**config.mk**
```make
export PLATFORM = sky130hd
export DESIGN_NAME = din_gather
export DESIGN_NICKNAME = d
export VERILOG_FILES = /design/src/rtl/din_gather_pkg.sv /design/src/rtl/din_gather_cnt.sv /design/src/rtl/din_gather.sv
export SDC_FILE = /design/constraint.sdc
export NUM_CORES = 1
export LEC_CHECK = 0
export ABC_CLOCK_PERIOD_IN_PS = 3050
export CORE_ASPECT_RATIO = 0.75
export CORE_UTILIZATION = 34
export DETAILED_ROUTE_END_ITERATION = 8
export GPL_TIMING_DRIVEN = 0
export PLACE_DENSITY = 0.51
export SLEW_MARGIN = 20
export SYNTH_ARGS = -nofsm -noshare
export SYNTH_HDL_FRONTEND = slang
export SYNTH_SLANG_ARGS = --single-unit
```
**constraint.sdc**
```tcl
create_clock -name clk -period 3.05 [get_ports clk]
set_input_delay 0.4575 -clock clk [delete_from_list [all_inputs] [get_ports clk]]
set_output_delay 0.4575 -clock clk [all_outputs]
set_load 0.02 [all_outputs]
```
**src/rtl/din_gather_pkg.sv**
```systemverilog
// rtl/din_gather_pkg.sv - shared lane geometry, lane index and FSM state types for din_gather
package din_gather_pkg;

    localparam int DATA_W_DEFAULT = 8;
    localparam int NUM_LANES      = 8;

    typedef logic [2:0] lane_idx_t;

    typedef enum logic {
        COLLECT = 1'b0,
        FULL    = 1'b1
    } state_t;

endpackage

```
**src/rtl/din_gather_cnt.sv**
```systemverilog
// rtl/din_gather_cnt.sv - wrapping record-emitted and partial-record-dropped counters
module din_gather_cnt #(
    parameter int CNT_W = 16
) (
    input  logic             clk,
    input  logic             rst,
    input  logic             rec_inc,
    input  logic             drop_inc,
    output logic [CNT_W-1:0] rec_cnt,
    output logic [CNT_W-1:0] drop_cnt
);

    always_ff @(posedge clk or negedge rst) begin
        if (!rst) begin
            rec_cnt  <= '0;
            drop_cnt <= '0;
        end else begin
            if (rec_inc) begin
                rec_cnt <= rec_cnt + 1'b1;
            end
            if (drop_inc) begin
                drop_cnt <= drop_cnt + 1'b1;
            end
        end
    end

endmodule

```
**src/rtl/din_gather.sv**
```systemverilog
// rtl/din_gather.sv - byte-to-8-lane record deserializer feeding the dot-product din port (DIN_GATHER_CNT_EN adds counters)
module din_gather
    import din_gather_pkg::*;
#(
    parameter int DATA_W = DATA_W_DEFAULT
`ifdef DIN_GATHER_CNT_EN
    ,
    parameter int CNT_W = 16
`endif
) (
    input  logic              clk,
    input  logic              rst,
    input  logic              in_vld,
    output logic              in_busy,
    input  logic              in_sop,
    input  logic [DATA_W-1:0] in_data,
    input  logic              out_busy,
    output logic              out_vld,
    output logic [DATA_W-1:0] out_data_a,
    output logic [DATA_W-1:0] out_data_b,
    output logic [DATA_W-1:0] out_data_c,
    output logic [DATA_W-1:0] out_data_d,
    output logic [DATA_W-1:0] out_data_e,
    output logic [DATA_W-1:0] out_data_f,
    output logic [DATA_W-1:0] out_data_g,
    output logic [DATA_W-1:0] out_data_h
`ifdef DIN_GATHER_CNT_EN
    ,
    output logic [CNT_W-1:0]  rec_cnt,
    output logic [CNT_W-1:0]  drop_cnt
`endif
);

    localparam lane_idx_t LAST_LANE = lane_idx_t'(NUM_LANES - 1);

    logic [DATA_W-1:0] asm_lane [NUM_LANES];
    logic [DATA_W-1:0] out_lane [NUM_LANES];
    state_t            state;
    lane_idx_t         idx;

    logic out_free;
    logic accept;
    logic drop;
    logic emit;

    // in_busy is high exactly while FULL, so accept already implies COLLECT
    assign out_free = !out_vld || !out_busy;
    assign accept   = in_vld && !in_busy;
    assign drop     = accept && in_sop && (idx != '0);
    assign emit     = out_vld && !out_busy;

    always_ff @(posedge clk or negedge rst) begin
        if (!rst) begin
            state   <= COLLECT;
            idx     <= '0;
            in_busy <= 1'b0;
            out_vld <= 1'b0;
            for (int i = 0; i < NUM_LANES; i++) begin
                asm_lane[i] <= '0;
                out_lane[i] <= '0;
            end
        end else begin
            if (emit) begin
                out_vld <= 1'b0;
            end
            case (state)
                COLLECT: begin
                    if (accept) begin
                        if (drop) begin
                            asm_lane[0] <= in_data;
                            idx         <= lane_idx_t'(1);
                        end else begin
                            asm_lane[idx] <= in_data;
                            idx           <= idx + lane_idx_t'(1);
                            if (idx == LAST_LANE) begin
                                if (out_free) begin
                                    // final byte bypasses the assembly register
                                    for (int i = 0; i < NUM_LANES; i++) begin
                                        out_lane[i] <= (lane_idx_t'(i) == idx) ? in_data : asm_lane[i];
                                    end
                                    out_vld <= 1'b1;
                                end else begin
                                    state   <= FULL;
                                    in_busy <= 1'b1;
                                end
                            end
                        end
                    end
                end
                FULL: begin
                    if (out_free) begin
                        for (int i = 0; i < NUM_LANES; i++) begin
                            out_lane[i] <= asm_lane[i];
                        end
                        out_vld <= 1'b1;
                        state   <= COLLECT;
                        in_busy <= 1'b0;
                    end
                end
                default: begin
                    state <= COLLECT;
                end
            endcase
        end
    end

    assign out_data_a = out_lane[0];
    assign out_data_b = out_lane[1];
    assign out_data_c = out_lane[2];
    assign out_data_d = out_lane[3];
    assign out_data_e = out_lane[4];
    assign out_data_f = out_lane[5];
    assign out_data_g = out_lane[6];
    assign out_data_h = out_lane[7];

`ifdef DIN_GATHER_CNT_EN
    din_gather_cnt #(
        .CNT_W(CNT_W)
    ) u_cnt (
        .clk      (clk),
        .rst      (rst),
        .rec_inc  (emit),
        .drop_inc (drop),
        .rec_cnt  (rec_cnt),
        .drop_cnt (drop_cnt)
    );
`endif

endmodule

```
; Word level (Yosys, flattened, before mapping)
; Cells that the tools add are included.
[word_totals]
reg_bits = 134
out_inout_bits = 66
wordCells = 91
[op_classes]
eq_ne = 14
reduce_logical = 15
mux = 36
n_bitwise = 3
magnitude_cmp = 2
addsub = 1
[op_table]
columns = op, count
row1 = $mux 64, 5
row2 = $pmux 64 s2, 1
row3 = $mux 8, 10
row4 = $bwmux 64, 1
row5 = $demux 8 s3, 1
row6 = $mux 1, 14
row7 = $eq 3x3->1 const A, 4
row8 = $ne 2x2->1 const B, 5
row9 = $reduce_and 5->1, 2
row10 = $eq 2x3->1 const A, 2
row11 = $pmux 1 s2, 3
row12 = $logic_and 1x1->1, 5
row13 = $ge 4x4->1 const B, 1
row14 = $lt 4x1->1 const B, 1
row15 = $not 3->4, 1
row16 = $add 3x1->3 const B, 1
row17 = $eq 1x3->1 const A, 1
row18 = $eq 3x3->1 const B, 1
row19 = $logic_not 1->1, 3
row20 = $logic_not 3->1, 1
row21 = $mux 3, 1
row22 = $reduce_and 3->1, 1
row23 = $reduce_bool 3->1, 1
row24 = $ne 2x1->1 const B, 1
row25 = other kinds (3), 4

; Depth between registers and ports, before layout
; Gate-level depths: netlist of the first run.
[depth]
word_depth = 8
ltp_mapped = 10

; Worst setup path before layout of the first run
; Ideal clock, no wire load.
[synth_timing]
path_kind = register to register
start = reg idx[0]
end = reg asm_lane[48] in the netlist's numbering
setup_ns = 0.125
setup_slack_ns = 1.067
arrival_time_ns = 1.858
required_time_ns = 2.925
stages_incl_launch_ff = 8
cell_sequence = dfrtp_1 -> buf_2 -> inv_1 -> ha_1 -> inv_1 -> a21oi_1 -> nor3b_4 -> mux2_2
[synth_via]
elab_chain_cells = 6
word_cells_on_any_way = 11
[synth_lines]
columns = element, line_no
row1 = start: declaration, din_gather.sv:39  ; lane_idx_t idx;
row2 = start signal: assignment, din_gather.sv:71  ; idx <= lane_idx_t'(1);
row3 = start signal: assignment, din_gather.sv:74  ; idx <= idx + lane_idx_t'(1);
row4 = $not 3->4 (not written as such), din_gather.sv:73  ; asm_lane[idx] <= in_data;
row5 = $ge 4x4->1 (not written as such) or $lt 4x1->1 (tied branches), din_gather.sv:73
row6 = $logic_and 1x1->1 (not written as such), din_gather.sv:73
row7 = $mux 8 (not written as such), din_gather.sv:73
row8 = $demux 8 s3, din_gather.sv:73
row9 = $bwmux 64, din_gather.sv:73
row10 = end signal: indexed assignment, din_gather.sv:73
row11 = end: declaration, din_gather.sv:36  ; logic [DATA_W-1:0] asm_lane [NUM_LANES];
; Parallel ways exist; a longest one is shown, timed or not.
; A chain may end at the register's enable or synchronous reset.

; Worst setup path in the final report of the first run
[layout_timing]
start = reg idx[0]
end = reg out_lane (netlist bit out_data_e[5])
[layout_via]
elab_chain_cells = 7
word_cells_on_any_way = 13
[layout_lines]
columns = element, line_no
row1 = $eq 3x3->1, din_gather.sv:79  ; out_lane[i] <= (lane_idx_t'(i) == idx) ? in_data : asm_lane[i];
row2 = $mux 8, din_gather.sv:79
row3 = $mux 64, din_gather.sv:76  ; if (out_free) begin
row4 = $mux 64, din_gather.sv:75  ; if (idx == LAST_LANE) begin
row5 = $mux 64, din_gather.sv:69  ; if (drop) begin
row6 = $mux 64, din_gather.sv:68  ; if (accept) begin
row7 = $pmux 64 s2, din_gather.sv:66  ; case (state)
row8 = end signal: indexed assignment, din_gather.sv:79
row9 = end signal: indexed assignment, din_gather.sv:93  ; out_lane[i] <= asm_lane[i];
row10 = end: declaration, din_gather.sv:37  ; logic [DATA_W-1:0] out_lane [NUM_LANES];
; Parallel ways exist; a longest one is shown, timed or not. The select of a mux whose other input is x is not followed.

==> impl_metrics.json, run 1 <==
{
  "grt_pass1_vias": 4123,
  "netlist_area_sq_mm": 0.005826,
  "min-delay-start": "out_data_d[7]",
  "final_max_slew_viol_count": 0,
  "maxSlewHeadroom_pct": 50.24,
  "ir_drop_v": 0.0004441,
  "rsz0062_at_grt": "no",
  "rr_worst_depth": 10,
  "overflow": 0,
  "dr.pass1.iters": 4,
  "avgRoutedWirePerCell_microns": 19.23,
  "cap_violations": 0,
  "required_ps": 3380,
  "fill_cells": 1546,
  "die-area_sq_mm": 0.01767,
  "vias": 3987,
  "synth_top_family_by_area": "multiplexers",
  "io-pin-count": 79,
  "syn_inst": 477,
  "area_growth_pct": 30.82,
  "cts_htree_levels": 4,
  "finalSetupViolCount": 0,
  "clkTransAtPathRegs_ps": 60,
  "startpoint_type": "flip-flop",
  "synthDistinctLibCells": 34,
  "hold_slack_ps": 477.6,
  "synth_area_per_cell_sq_um": 12.21,
  "dr.first_iter.drc_count": 262,
  "fin_area_sq_mm": 0.007621,
  "antenna_found_initial": 0,
  "ant_nets": 0,
  "fmax_ghz": 0.3794,
  "crit_path_end_kind": "flip-flop",
  "synthSimpleGateAreaFrac_pct": 8.355,
  "ys_ff_latch": 134,
  "gp_congestion": 0.8120,
  "insertion_delay_ps": 430,
  "r2r-start": "idx[0]",
  "start_util_pct": 34.73,
  "holdPathEnd": "out_data_d[7]",
  "tritoncts": "done",
  "grt_start_max_net_pins": 100,
  "timing.reg2reg.setup_slack_ps": 410,
  "cts-root-buf": "clkbuf_16",
  "cp-startpoint": "idx[0]",
  "clock-sinks": 134,
  "dp_hpwl_microns": 10330,
  "cts_buffers": 17,
  "period_share_pct": 86.43,
  "placed_area_sq_mm": 0.006908,
  "synth_compound_area_share_pct": 6.658,
  "r2r-end": "out_data_e[5]",
  "skew_ps": 15.29,
  "grt_first_pass_wirelength_microns": 24320,
  "clockBufferDepth": 2,
  "worst-setup-path-type": "flip-flop to flip-flop",
  "worstMarginPinSlew_ps": 746.4,
  "viasPerCell": 4.959,
  "fin_nets": 596,
  "muxShareOfSynthArea_pct": 23.37,
  "synth-adder-area-share_pct": 1.503,
  "synth_xor_area_share_pct": 0,
  "rows": 41,
  "diodes": 0,
  "power.leakage_nw": 3.491,
  "finalHoldViolCount": 0,
  "seq_area_frac_synth_pct": 57.56,
  "crit_fanout": 10,
  "post-route-min-period_ps": 2636,
  "min_path_type": "flip-flop to flip-flop",
  "min_delay_path_depth": 2,
  "pwr_density_cell_mw_per_mm2": 1030,
  "ys_warn_count": 0,
  "die_h_microns": 115.4,
  "tns_ps": 0,
  "cts_resized": 0,
  "status": "completed",
  "final_common_cell": "dfrtp_1",
  "core_area_sq_mm": 0.01677,
  "grt_usage_pct": 18.92,
  "synth_nets": 497,
  "die_w_microns": 153.1,
  "portBuffers": 78,
  "drive_above_1_share_pct": 20.71,
  "critical_path_arrival_ps": 2970,
  "most-common-layout-cells": "134 x dfrtp_1, 77 x clkdlybuf4s50_1, 71 x nand2_1",
  "drcViolationCount": 0,
  "power.total_mw": 7.847,
  "route.final.wire_length_microns": 15460
}
synthesized netlist by cell type (all sizes together):
cell type  instances  area share, %
inv                5           0.32
or3b               1           0.15
a31oi              1           0.11
a21oi              5           0.49
mux2              64             12
o221ai             1           0.15
nor3               2           0.37
nand2b             4           0.43
nor2               6           0.60
o22ai              1           0.11
a41oi              1           0.15
dfrtp            134             58
o21ai             64            5.5
mux2i             64             11
and3b              1           0.15
nor2b              3           0.32
or3                1           0.19
nor3b              4           0.90
ha                 7            1.5
nand2             73            4.8
buf               12            1.0
clkbuf            18            1.2
a22o               1           0.15
nand4              1           0.11
nand3              3           0.34
how the worst max path moves through the flow:
| stage | end | slack (ps) | cells past startpoint |
|---|---|---|---|
| after floorplan | asm_lane[48] | 1070 | 7 |
| after global placement | out_data_f[1] | -3730 | 1 |
| after detailed placement | out_data_d[2] | 390 | 8 |
| after CTS | out_data_d[2] | 410 | 10 |
| after global routing | out_data_e[6] | 220 | 10 |
| final | out_data_e[5] | 410 | 10 |
per-stage QoR:
stage	std cells	utilization, %	setup WS [ps]
after CTS	804	45.43	406.0
after floorplan	477	-	1067
after detailed placement	771	41.18	387.3
after global routing	804	45.43	220.1
after global placement	770	40.99	-3732
final	804	45.43	413.9
critical path, cell delays in order, from the launching register on:
cell	delay (ps)
dfrtp_1	380
buf_2	250
inv_1	110
ha_1	250
nor2b_1	150
o221ai_1	260
buf_2	360
buf_2	320
buf_2	290
nand2_1	70
o21ai_0	90
registers in the layout, indices dropped and copies added (netlist names):
| register | cells |
|---|---|
| out_vld | 1 |
| out_data_b | 8 |
| out_data_c | 8 |
| out_data_e | 8 |
| idx | 3 |
| state | 1 |
| asm_lane | 64 |
| out_data_g | 8 |
| out_data_h | 8 |
| out_data_a | 8 |
| in_busy | 1 |
| out_data_d | 8 |
| out_data_f | 8 |
kinds of logic after synthesis:
logic type | Yosys count
AOI/OAI and AO/OA | 74
adders and majority gates | 7
buffers and inverters | 35
DFF | 134
muxes | 128
and+or+nand+nor | 99
where the power goes:
part	total [mW]	leakage [nW]	internal, mW	switching [mW]
clock	2.44	0.333	1.66	0.784
combinational	2.52	1.42	1.26	1.26
sequential	2.88	1.74	2.49	0.389
total	7.85	3.49	5.42	2.43
per-layer routing:
metal  up-vias  global-route usage, %  wire, microns
li1       1857                      -              -
met1      2020                  27.14           7972
met2        94                  28.71           6577
met3        16                  3.845            730
met4         0                  6.128            177
met5         -                      0              0
cell type report:
type / instances / area (sq um) / area share [%]
Buffer: 30 / 130.1 / 1.707
Tap cell: 215 / 269.0 / 3.530
Timing Repair Buffer: 80 / 823.3 / 10.80
Sequential cell: 134 / 3353 / 44.00
Inverter: 5 / 18.77 / 0.2463
Clock inverter: 12 / 246.5 / 3.234
Multi-Input combinational cell: 308 / 2323 / 30.49
Clock buffer: 20 / 456.7 / 5.992
timing repair:
item / 4_1_cts / 5_1_grt
buffers inserted: 0 / 0
hold buffers: 1 / 0
endpoints found under the hold margin: 35 / 0
Power figures use the tool's default switching activity.
==> run 2: changes to the inputs <==
--- a/config.mk
+++ b/config.mk
@@ -10,7 +10,7 @@
 export CORE_UTILIZATION = 34
 export DETAILED_ROUTE_END_ITERATION = 8
 export GPL_TIMING_DRIVEN = 0
-export PLACE_DENSITY = 0.51
+export PLACE_DENSITY_LB_ADDON = 0.2
 export SLEW_MARGIN = 20
 export SYNTH_ARGS = -nofsm -noshare
 export SYNTH_HDL_FRONTEND = slang
==> run 2 against run 1 <==
  * Total power fell by 6.7%
  * Die area stayed put
  * Sequential power is essentially flat
  * Core utilization decreased by 0.93 points
  * Clock skew decreased by 8.0 ps
  * Clock power shrank 21%
  * Global-route usage decreased by 0.60 points
  * Register-to-register slack better by 20 ps
  * Non-clock buffer count did not move
  * Critical path type unchanged
==> impl_metrics.json, run 2 (synthesis results as in run 1) <==
{
  "status": "completed",
  "largest_reg_flops": 64,
  "post-route-min-period_ps": 2620,
  "die-area_sq_mm": 0.01767,
  "required_ps": 3380,
  "r2r-start": "idx[0]",
  "insertion_delay_ps": 420,
  "die_h_microns": 115.4,
  "pwr_density_cell_mw_per_mm2": 981.1,
  "critical_path_arrival_ps": 2950,
  "min_path_type": "flip-flop to flip-flop",
  "rr_worst_depth": 10,
  "cap_violations": 0,
  "maxSlewHeadroom_pct": 54.20,
  "cts_htree_levels": 4,
  "gr-usage-met1_pct": 25.56,
  "overflow": 0,
  "grt_pass1_vias": 4082,
  "portBuffers": 78,
  "busiest_layer": "met2",
  "area_growth_pct": 28.14,
  "dr.pass1.iters": 4,
  "fin_area_sq_mm": 0.007465,
  "fin_nets": 596,
  "timing.reg2reg.setup_slack_ps": 430,
  "ant_nets": 0,
  "fill_cells": 1570,
  "grt_usage_pct": 18.32,
  "clockBufferDepth": 2,
  "cts-root-buf": "clkbuf_16",
  "vias": 3921,
  "diodes": 0,
  "cts_buffers": 17,
  "worst-setup-path-type": "flip-flop to flip-flop",
  "rows": 41,
  "final_max_slew_viol_count": 0,
  "power.total_mw": 7.324,
  "start_util_pct": 34.73,
  "startpoint_type": "flip-flop",
  "final_common_cell": "dfrtp_1",
  "core_area_sq_mm": 0.01677,
  "fmax_ghz": 0.3816,
  "finalHoldViolCount": 0,
  "dr.first_iter.drc_count": 200,
  "multi_input_area_sq_mm": 0.002323,
  "regArea_sq_mm": 0.003353,
  "drcViolationCount": 0,
  "antenna_found_initial": 0,
  "r2r-end": "out_data_d[2]",
  "grt_first_pass_wirelength_microns": 23630,
  "skew_ps": 7.319,
  "rsz0062_at_grt": "no",
  "period_share_pct": 85.92,
  "power.leakage_nw": 3.428,
  "crit_fanout": 10,
  "holdPathEnd": "out_data_a[4]",
  "gp_congestion": 0.8549,
  "clock-sinks": 134,
  "io-pin-count": 79,
  "drive_above_1_share_pct": 19.62,
  "avgRoutedWirePerCell_microns": 18.65,
  "placed_area_sq_mm": 0.006908,
  "met3_usage_pct": 5.089,
  "min-delay-start": "out_data_a[4]",
  "min_delay_path_depth": 2,
  "grt_start_max_net_pins": 99,
  "viasPerCell": 4.895,
  "largest-register": "asm_lane",
  "die_w_microns": 153.1,
  "ir_drop_v": 0.0004136,
  "most-common-layout-cells": "134 x dfrtp_1, 77 x clkdlybuf4s50_1, 71 x nand2_1",
  "route.final.wire_length_microns": 14940,
  "dp_hpwl_microns": 10190,
  "cts_resized": 0,
  "gr-usage-met2_pct": 28.37,
  "crit_path_end_kind": "flip-flop",
  "finalSetupViolCount": 0,
  "worstMarginPinSlew_ps": 687.0,
  "tritoncts": "done",
  "clkTransAtPathRegs_ps": 50
}
[run 2: changes by cell type in the layout (fill, tap and decap cells not counted)]
| cell | delta |
|---|---|
| inv_6 | -1 |
| clkinv_2 | +2 |
| bufinv_16 | -5 |
| clkbuf_1 | +4 |
| clkinvlp_4 | -3 |
[run 2: repair_timing]
| action | in CTS | in global routing |
|---|---|---|
| hold buffers | 1 | 0 |
| endpoints found under the setup margin | 0 | 0 |
| setup buffers | 0 | 0 |
| endpoints found under the hold margin | 36 | 0 |
[run 2: per-stage QoR]
stage,TNS [ps],hold slack (ps),std cells,utilization [%],worst slack (ps)
6_report,0,479.6,801,44.50,429.5
3_3_place_gp,-491820,467.9,770,40.99,-3682
3_5_place_dp,0,347.5,771,41.18,399.6
4_1_cts,0,483.9,801,44.50,401.8
2_1_floorplan,0,161.9,477,-,1067
5_1_grt,0,508.4,801,44.50,244.5
[run 2: worst max-delay path by stage]
stage,startpoint,depth (start not counted),end,slack (ps)
6_report,idx[0],10,out_data_d[2],430
5_1_grt,idx[0],10,out_data_d[2],240
4_1_cts,idx[0],10,out_data_d[2],400
3_5_place_dp,in_sop,8,out_data_e[5],400
3_3_place_gp,rst,1,out_data_f[1],-3680
2_1_floorplan,idx[0],7,asm_lane[48],1070
[run 2: power by group]
group / internal, mW / switching (mW)
clock: 1.23 / 0.705
sequential: 2.49 / 0.386
combinational: 1.26 / 1.25
total: 4.98 / 2.34
[run 2: metal layers]
metal  up-vias  part of all wire (%)
met5         -                     0
met2        94                    44
met3        10                   4.7
met4         0                  0.71
li1       1854                     -
met1      1963                    50
[run 2: cell type report]
cell class | instances | area share [%]
Sequential cell | 134 | 44.92
Multi-Input combinational cell | 308 | 31.13
Timing Repair Buffer | 80 | 11.03
Clock buffer | 24 | 6.319
Tap cell | 215 | 3.604
Buffer | 30 | 1.743
Clock inverter | 5 | 1.006
Inverter | 5 | 0.2514
[run 2: worst max-delay path: stages (launching register included)]
cell	delay [ps]
dfrtp_1	380
buf_2	250
inv_1	120
ha_1	260
nor2b_1	150
o221ai_1	290
buf_2	340
buf_2	310
buf_2	280
nand2_1	70
o21ai_1	80
